$ cat src/rtl/gate_check_pkg.sv
// gate_check_pkg: sequencer state type, vector count and expected NAND response
package gate_check_pkg;
  typedef enum logic [1:0] {IDLE, DRIVE, DONE} gc_state_t;
  localparam int GC_NUM_VECTORS = 4;
  function automatic logic gc_expected(input logic a, input logic b);
    return ~(a & b);
  endfunction
endpackage

$ cat src/rtl/gate_check_hold_timer.sv
// gate_check_hold_timer: counts HOLD_CYCLES per vector while en, flags last cycle, wraps to 0
module gate_check_hold_timer #(
  parameter int HOLD_CYCLES = 4
) (
  input  logic clk,
  input  logic rst,
  input  logic clr,
  input  logic en,
  output logic last
);
  localparam int W = $clog2(HOLD_CYCLES + 1);
  localparam logic [W-1:0] END_V = W'(HOLD_CYCLES - 1);
  logic [W-1:0] cnt;
  assign last = en && cnt == END_V;
  always_ff @(posedge clk or posedge rst)
    if (rst) cnt <= '0;
    else if (clr) cnt <= '0;
    else if (en) cnt <= last ? '0 : cnt + 1'b1;
endmodule

$ cat src/rtl/gate_check_sequencer.sv
// gate_check_sequencer: drives 4 NAND vectors, samples y, counts mismatches (GATE_CHECK_STOP_ON_FAIL_EN: stop at first miss)
module gate_check_sequencer
  import gate_check_pkg::*;
#(
  parameter int HOLD_CYCLES = 4
) (
  input  logic       clk,
  input  logic       rst,
  input  logic       start,
  input  logic       y,
  output logic       a,
  output logic       b,
  output logic [1:0] vec_idx,
  output logic       busy,
  output logic       done,
  output logic       pass,
  output logic [2:0] err_cnt
);
  localparam logic [1:0] VEC_LAST = 2'(GC_NUM_VECTORS - 1);
  gc_state_t state;
  logic last, miss, fin;
  logic [1:0] idx_nxt;
  logic [2:0] err_nxt;
  gate_check_hold_timer #(.HOLD_CYCLES(HOLD_CYCLES)) u_timer (
    .clk  (clk),
    .rst  (rst),
    .clr  (state == IDLE),
    .en   (state == DRIVE),
    .last (last)
  );
  assign miss    = y != gc_expected(a, b);
  assign err_nxt = err_cnt + {2'b00, miss};
  assign idx_nxt = vec_idx + 2'd1;
`ifdef GATE_CHECK_STOP_ON_FAIL_EN
  assign fin = last && (miss || vec_idx == VEC_LAST);
`else
  assign fin = last && vec_idx == VEC_LAST;
`endif
  always_ff @(posedge clk or posedge rst)
    if (rst) begin
      state   <= IDLE;
      a       <= 1'b0;
      b       <= 1'b0;
      vec_idx <= 2'd0;
      busy    <= 1'b0;
      done    <= 1'b0;
      pass    <= 1'b0;
      err_cnt <= 3'd0;
    end else begin
      case (state)
        IDLE: begin
          done <= 1'b0;
          if (start) begin
            state   <= DRIVE;
            a       <= 1'b0;
            b       <= 1'b0;
            vec_idx <= 2'd0;
            busy    <= 1'b1;
            pass    <= 1'b0;
            err_cnt <= 3'd0;
          end
        end
        DRIVE: begin
          if (last) err_cnt <= err_nxt;
          if (fin) begin
            state <= DONE;
            busy  <= 1'b0;
            done  <= 1'b1;
            pass  <= err_nxt == 3'd0;
          end else if (last) begin
            vec_idx <= idx_nxt;
            a       <= idx_nxt[1];
            b       <= idx_nxt[0];
          end
        end
        default: begin
          state <= IDLE;
          done  <= 1'b0;
        end
      endcase
    end
endmodule

$ cat config.mk
export PLATFORM = sky130hd
export DESIGN_NAME = gate_check_sequencer
export DESIGN_NICKNAME = d
export VERILOG_FILES = /design/src/rtl/gate_check_pkg.sv /design/src/rtl/gate_check_hold_timer.sv /design/src/rtl/gate_check_sequencer.sv
export SDC_FILE = /design/constraint.sdc
export NUM_CORES = 1
export LEC_CHECK = 0
export BUFFER_PORTS_ARGS = -buffer_cell sky130_fd_sc_hd__buf_4
export CAP_MARGIN = 40
export CORE_MARGIN = 10
export CORE_UTILIZATION = 49
export CTS_BUF_LIST = sky130_fd_sc_hd__clkbuf_8
export DETAILED_ROUTE_END_ITERATION = 7
export GPL_TIMING_DRIVEN = 0
export PLACE_DENSITY = 0.73
export SETUP_SLACK_MARGIN = 0.15
export SLEW_MARGIN = 20
export SYNTH_ARGS = -nofsm -noshare
export SYNTH_HDL_FRONTEND = slang
export SYNTH_SLANG_ARGS = --single-unit
$ cat constraint.sdc
create_clock -name clk -period 1.52 [get_ports clk]
set_input_delay 0.152 -clock clk [delete_from_list [all_inputs] [get_ports clk]]
set_output_delay 0.152 -clock clk [all_outputs]
set_load 0.005 [all_outputs]
=== Yosys cells after proc, flatten, opt, wreduce, memory -nomap -nowiden ===
Index checks and enable logic that the tools add are counted.

* Add/sub/neg operators: 3
* $mul: 0
* Div/mod/pow operators: 0
* $lt $le $gt $ge: 0
* Equal/unequal tests: 8
* Shift operators: 0
* Mux-type cells: 27
* Bitwise logic cells: 2
* Reductions and logical operators: 9

{| class="wikitable"
|+ Operator list
! operator !! count
|-
| $mux W3 || 5
|-
| $mux W1 || 10
|-
| $mux W2 || 5
|-
| $ne A2 B2 Y1 const B || 4
|-
| $pmux W1 S2 || 4
|-
| $pmux W2 S2 || 2
|-
| $pmux W3 S2 || 1
|-
| $reduce_and A3 Y1 || 2
|-
| $reduce_and A4 Y1 || 1
|-
| $add A3 B1 Y3 || 1
|-
| $add A3 B1 Y3 const B || 1
|-
| $eq A3 B2 Y1 const B || 1
|-
| $logic_not A3 Y1 || 1
|-
| $add A2 B1 Y2 const B || 1
|-
| $eq A2 B1 Y1 const B || 1
|-
| $eq A2 B2 Y1 const B || 1
|-
| $logic_and A1 B1 Y1 || 2
|-
| $logic_not A2 Y1 || 1
|-
| $reduce_and A2 Y1 || 1
|-
| $reduce_bool A2 Y1 || 1
|-
| $and A1 B1 Y1 || 1
|-
| $ne A1 B1 Y1 || 1
|-
| $not A1 Y1 || 1
|}

* Register bits: 15
* Bits in latches: 0
* Memory bits (writable): 0
* Memory bits (read-only): 0
* Bits of input ports: 4
* Output and inout bits: 10
* Word-level logic and storage cells: 58
* Memories kept: 0

=== Longest topological paths before layout ===
* Depth after elaboration: 7
* Depth in mapped cells: 7

=== Cells and area by module ===
A second synthesis with hierarchy kept.

* Cell total of the unflattened synthesis: 70
* Area, all modules: 708.2 sq um

{| class="wikitable"
|+ Modules (own cells, without submodules)
! module !! instances !! cells each !! area an instance (sq um) !! seq. area each (sq um)
|-
| gate_check_sequencer || 1 || 55 || 559.3 || 250.2
|-
| gate_check_hold_timer || 1 || 15 || 148.9 || 75.1
|}

=== Worst setup path after synthesis ===
Ideal clock, no wire load.

* Path type: flip-flop to flip-flop
* From: reg, netlist name vec_idx[1]
* To: reg err_cnt[1]
* Arrival time: 1.432 ns
* Required time: 1.399 ns
* Slack: -0.033 ns
* Stages on the path, launching flop included: 6
* Buffers on the path: 0
* Clock period less this slack: 1.553 ns
* Cell sequence: dfrtp_1 -> ha_1 -> xnor2_1 -> ha_1 -> ha_1 -> a22o_2

{| class="wikitable"
|+ RTL lines
! element !! RTL line !! RTL
|-
| end signal: assignment || gate_check_sequencer.sv:64 || <nowiki>if (last) err_cnt <= err_nxt;</nowiki>
|-
| end: declaration || gate_check_sequencer.sv:17 || <nowiki>output logic [2:0] err_cnt</nowiki>
|}

==> impl_metrics.ini <==
[cts]
cts_sinks = 13
cts-root-buf = clkbuf_8
cts-htree-levels = 1
clk_pin_slew_ps = 60
clockBufferDepth = 2
cts_tree = yes
insertion_delay_ps = 240
cts_made_buffers = 3

[outcome]
status = complete, no violations

[timing]
rsz0062_at_grt = true
finalMaxSlewViolations = 0
min_period_ps = 1490
slew_headroom_pct = 66.3
hold_ws_ps = 250
worstMarginPinSlew_ps = 504
max_freq_mhz = 670
skew_ps = 3.13
setup_violations = 0
finalCritPeriodShare_pct = 98.2
hold_viol_final = 0

[logic_synthesis]
syn-cell-area_um2 = 688
synth_seq_cells = 13
syn_nets = 72
synth_cell_types = 28
synthCells = 63
synth_ff_type = dfrtp_1
synth_area_per_cell_um2 = 10.9
synth_edf_count = 0
seq_area_frac_synth_pct = 47.3
synth_warnings = 0
synthArstFlopShare_pct = 100

[die]
rows = 13
die_area_mm2 = 0.00330
ios = 14
die_x_um = 57.5
core_mm2 = 0.00132
initial_core_util_pct = 52.2
fp.dieH_um = 57.5

[hold_path]
min_path_type = input port to flip-flop
hold_path_depth = 3

[global_routing]
first_global_vias = 574
grt_usage_pct = 9.39
grt.overflow.total = 0
grt_pass1_wl_um = 2540
grt_max_degree = 14
grt_antenna_before_repair = 0

[cells_and_area]
syn_to_final_growth_pct = 40.5
num_antenna_cells = 0
nets = 94
layout_commonest_cell = buf_4
n_fill_cell = 88
regArea_um2 = 327
design_area_um2 = 967
multiInputGateArea_um2 = 420
layout_common_cells = buf_4, dfrtp_1, ha_4
drive_gt1_share_pct = 45.2

[setup_path]
crit_family = adder cells
crit_fanout = 3
arrival_ps = 1620
cp.depth = 7
required_ps = 1650
crit_slowest_cell = dfrtp_2
path_class = flip-flop to flip-flop
critPathBufInv = 0
crit_path_end_kind = flip-flop
crit_path_frequent_cell = ha_4
path_cells = ha_4 -> xnor2_2 -> ha_4 -> ha_4 -> nand2b_1 -> a21oi_2 -> a21o_1
cp-start-kind = flip-flop
slowest_delay_ps = 420
reg2reg_depth = 7

[detailed_routing]
via_per_inst = 5.47
wirelength_um = 1460
drtAntennaViolNets = 0
drc = 0
drt_first_pass_iters = 4
vias = 542
first_iter_violations = 9
wl_per_cell_um = 14.8

[placement]
dpl.hpwl_um = 1010
place.gp.congestion = 0.683
post_dp_cell_area_um2 = 822
portBuffers = 13

[pwr]
switching_share_pct = 34.8
p_sw_mw = 0.660
p_comb_share_pct = 50.6
power_frac_clock_pct = 15.7
internal_power_mw = 1.24
peakVddDrop_mv = 1.03
cellLeakagePower_nw = 0.451
powerDensity_mw_per_mm2 = 1960
seqPwrFrac_pct = 33.7

[flow_run]
drv_cap = 0
## synth_stat cells, types with 2 or more instances
cell type  number  area share (%)
nor2_1          4             2.2
o21ai_0         2             1.5
dfrtp_1        13              47
ha_1            5             9.1
xnor2_1         2             2.5
nand2b_1        3             2.7
nand2_1         3             1.6
nand3_1         2             1.5
buf_4           2             2.2
inv_1           3             1.6
a21o_1          2             2.2
a22o_2          3             4.4
a21oi_1         4             2.9
## per-layer routing
metal	GRT usage, %	routed length (um)
met3	5.09	116
met4	3.02	10
met2	14.4	686
met5	0	0
met1	10.8	648
## tightest hold or removal path, stage by stage
cell     delay (ps)
buf_4           100
a21oi_1          60
o21ai_0         140
## cells by family (layout without fill, tap and decap cells)
logic type	after synthesis	after routing	synth area share, %
compound gates	17	17	17.6
xor+xnor	2	2	2.55
fa+ha+maj	5	5	9.09
buf+inv	5	26	3.82
flops	13	13	47.3
simple gates	21	21	19.6
## area by class of cell
| cell class | instances | share of cell area, % |
|---|---|---|
| Clock inverter | 1 | 0.388 |
| Multi-Input combinational cell | 45 | 43.5 |
| Sequential cell | 13 | 33.8 |
| Timing Repair Buffer | 17 | 13.5 |
| Buffer | 2 | 1.55 |
| Inverter | 3 | 1.16 |
| Clock buffer | 3 | 4.27 |
| Tap cell | 15 | 1.94 |
## what timing repair did
action | 4_1_cts | 5_1_grt
setup buffers | 2 | 1
resized for setup | 5 | 6
hold endpoints to repair | 13 | 0
endpoints found under the setup margin | 6 | 6
pin swaps | 3 | 2
hold buffers | 1 | 0
## flip-flops by register name (all words and copies together), names as in the netlist
name and cells:
pass 1, err_cnt 3, busy 1, vec_idx 2, u_timer.cnt 3, done 1
state 2
## worst paths after layout
| check | from | endpoint | slack, ps |
|---|---|---|---|
| max in group asynchronous | rst | vec_idx[0]$_DFFE_PP0P_ | 630 |
| setup reg to reg | vec_idx[0]$_DFFE_PP0P_ | err_cnt[2]$_DFFE_PP0P_ | 30 |
| min in group asynchronous | rst | u_timer.cnt[0]$_DFFE_PP0P_ | 520 |
| setup / recovery | vec_idx[0]$_DFFE_PP0P_ | err_cnt[2]$_DFFE_PP0P_ | 30 |
| hold reg to reg | done$_DFFE_PP0P_ | done$_DFFE_PP0P_ | 520 |
| hold / removal | start | busy$_DFFE_PP0P_ | 250 |
## through the flow
| step | setup TNS (ps) | utilization, % | setup slack (ps) | std cells | total power [mW] |
|---|---|---|---|---|---|
| final | 0 | 73.4 | 27.8 | 99 | 1.90 |
| after detailed placement | -257 | 62.4 | -97.7 | 91 | 1.42 |
| after CTS | 0 | 69.5 | 17.0 | 98 | 1.80 |
| after global routing | -49.8 | 73.4 | -31.4 | 99 | 2.06 |
| after floorplan | 0 | - | 2.29 | 63 | 1.12 |
| after global placement | -207 | 62.4 | -77.2 | 91 | 1.40 |
## power by group through the flow
stage	registers (mW)	logic [mW]	clock network (mW)
floorplan	0.616	0.507	0
global placement	0.625	0.773	0
detailed placement	0.632	0.788	0
CTS	0.614	0.879	0.304
global route	0.658	1.08	0.321
finish	0.639	0.959	0.298
No activity file was read; power rests on OpenSTA's default activity.
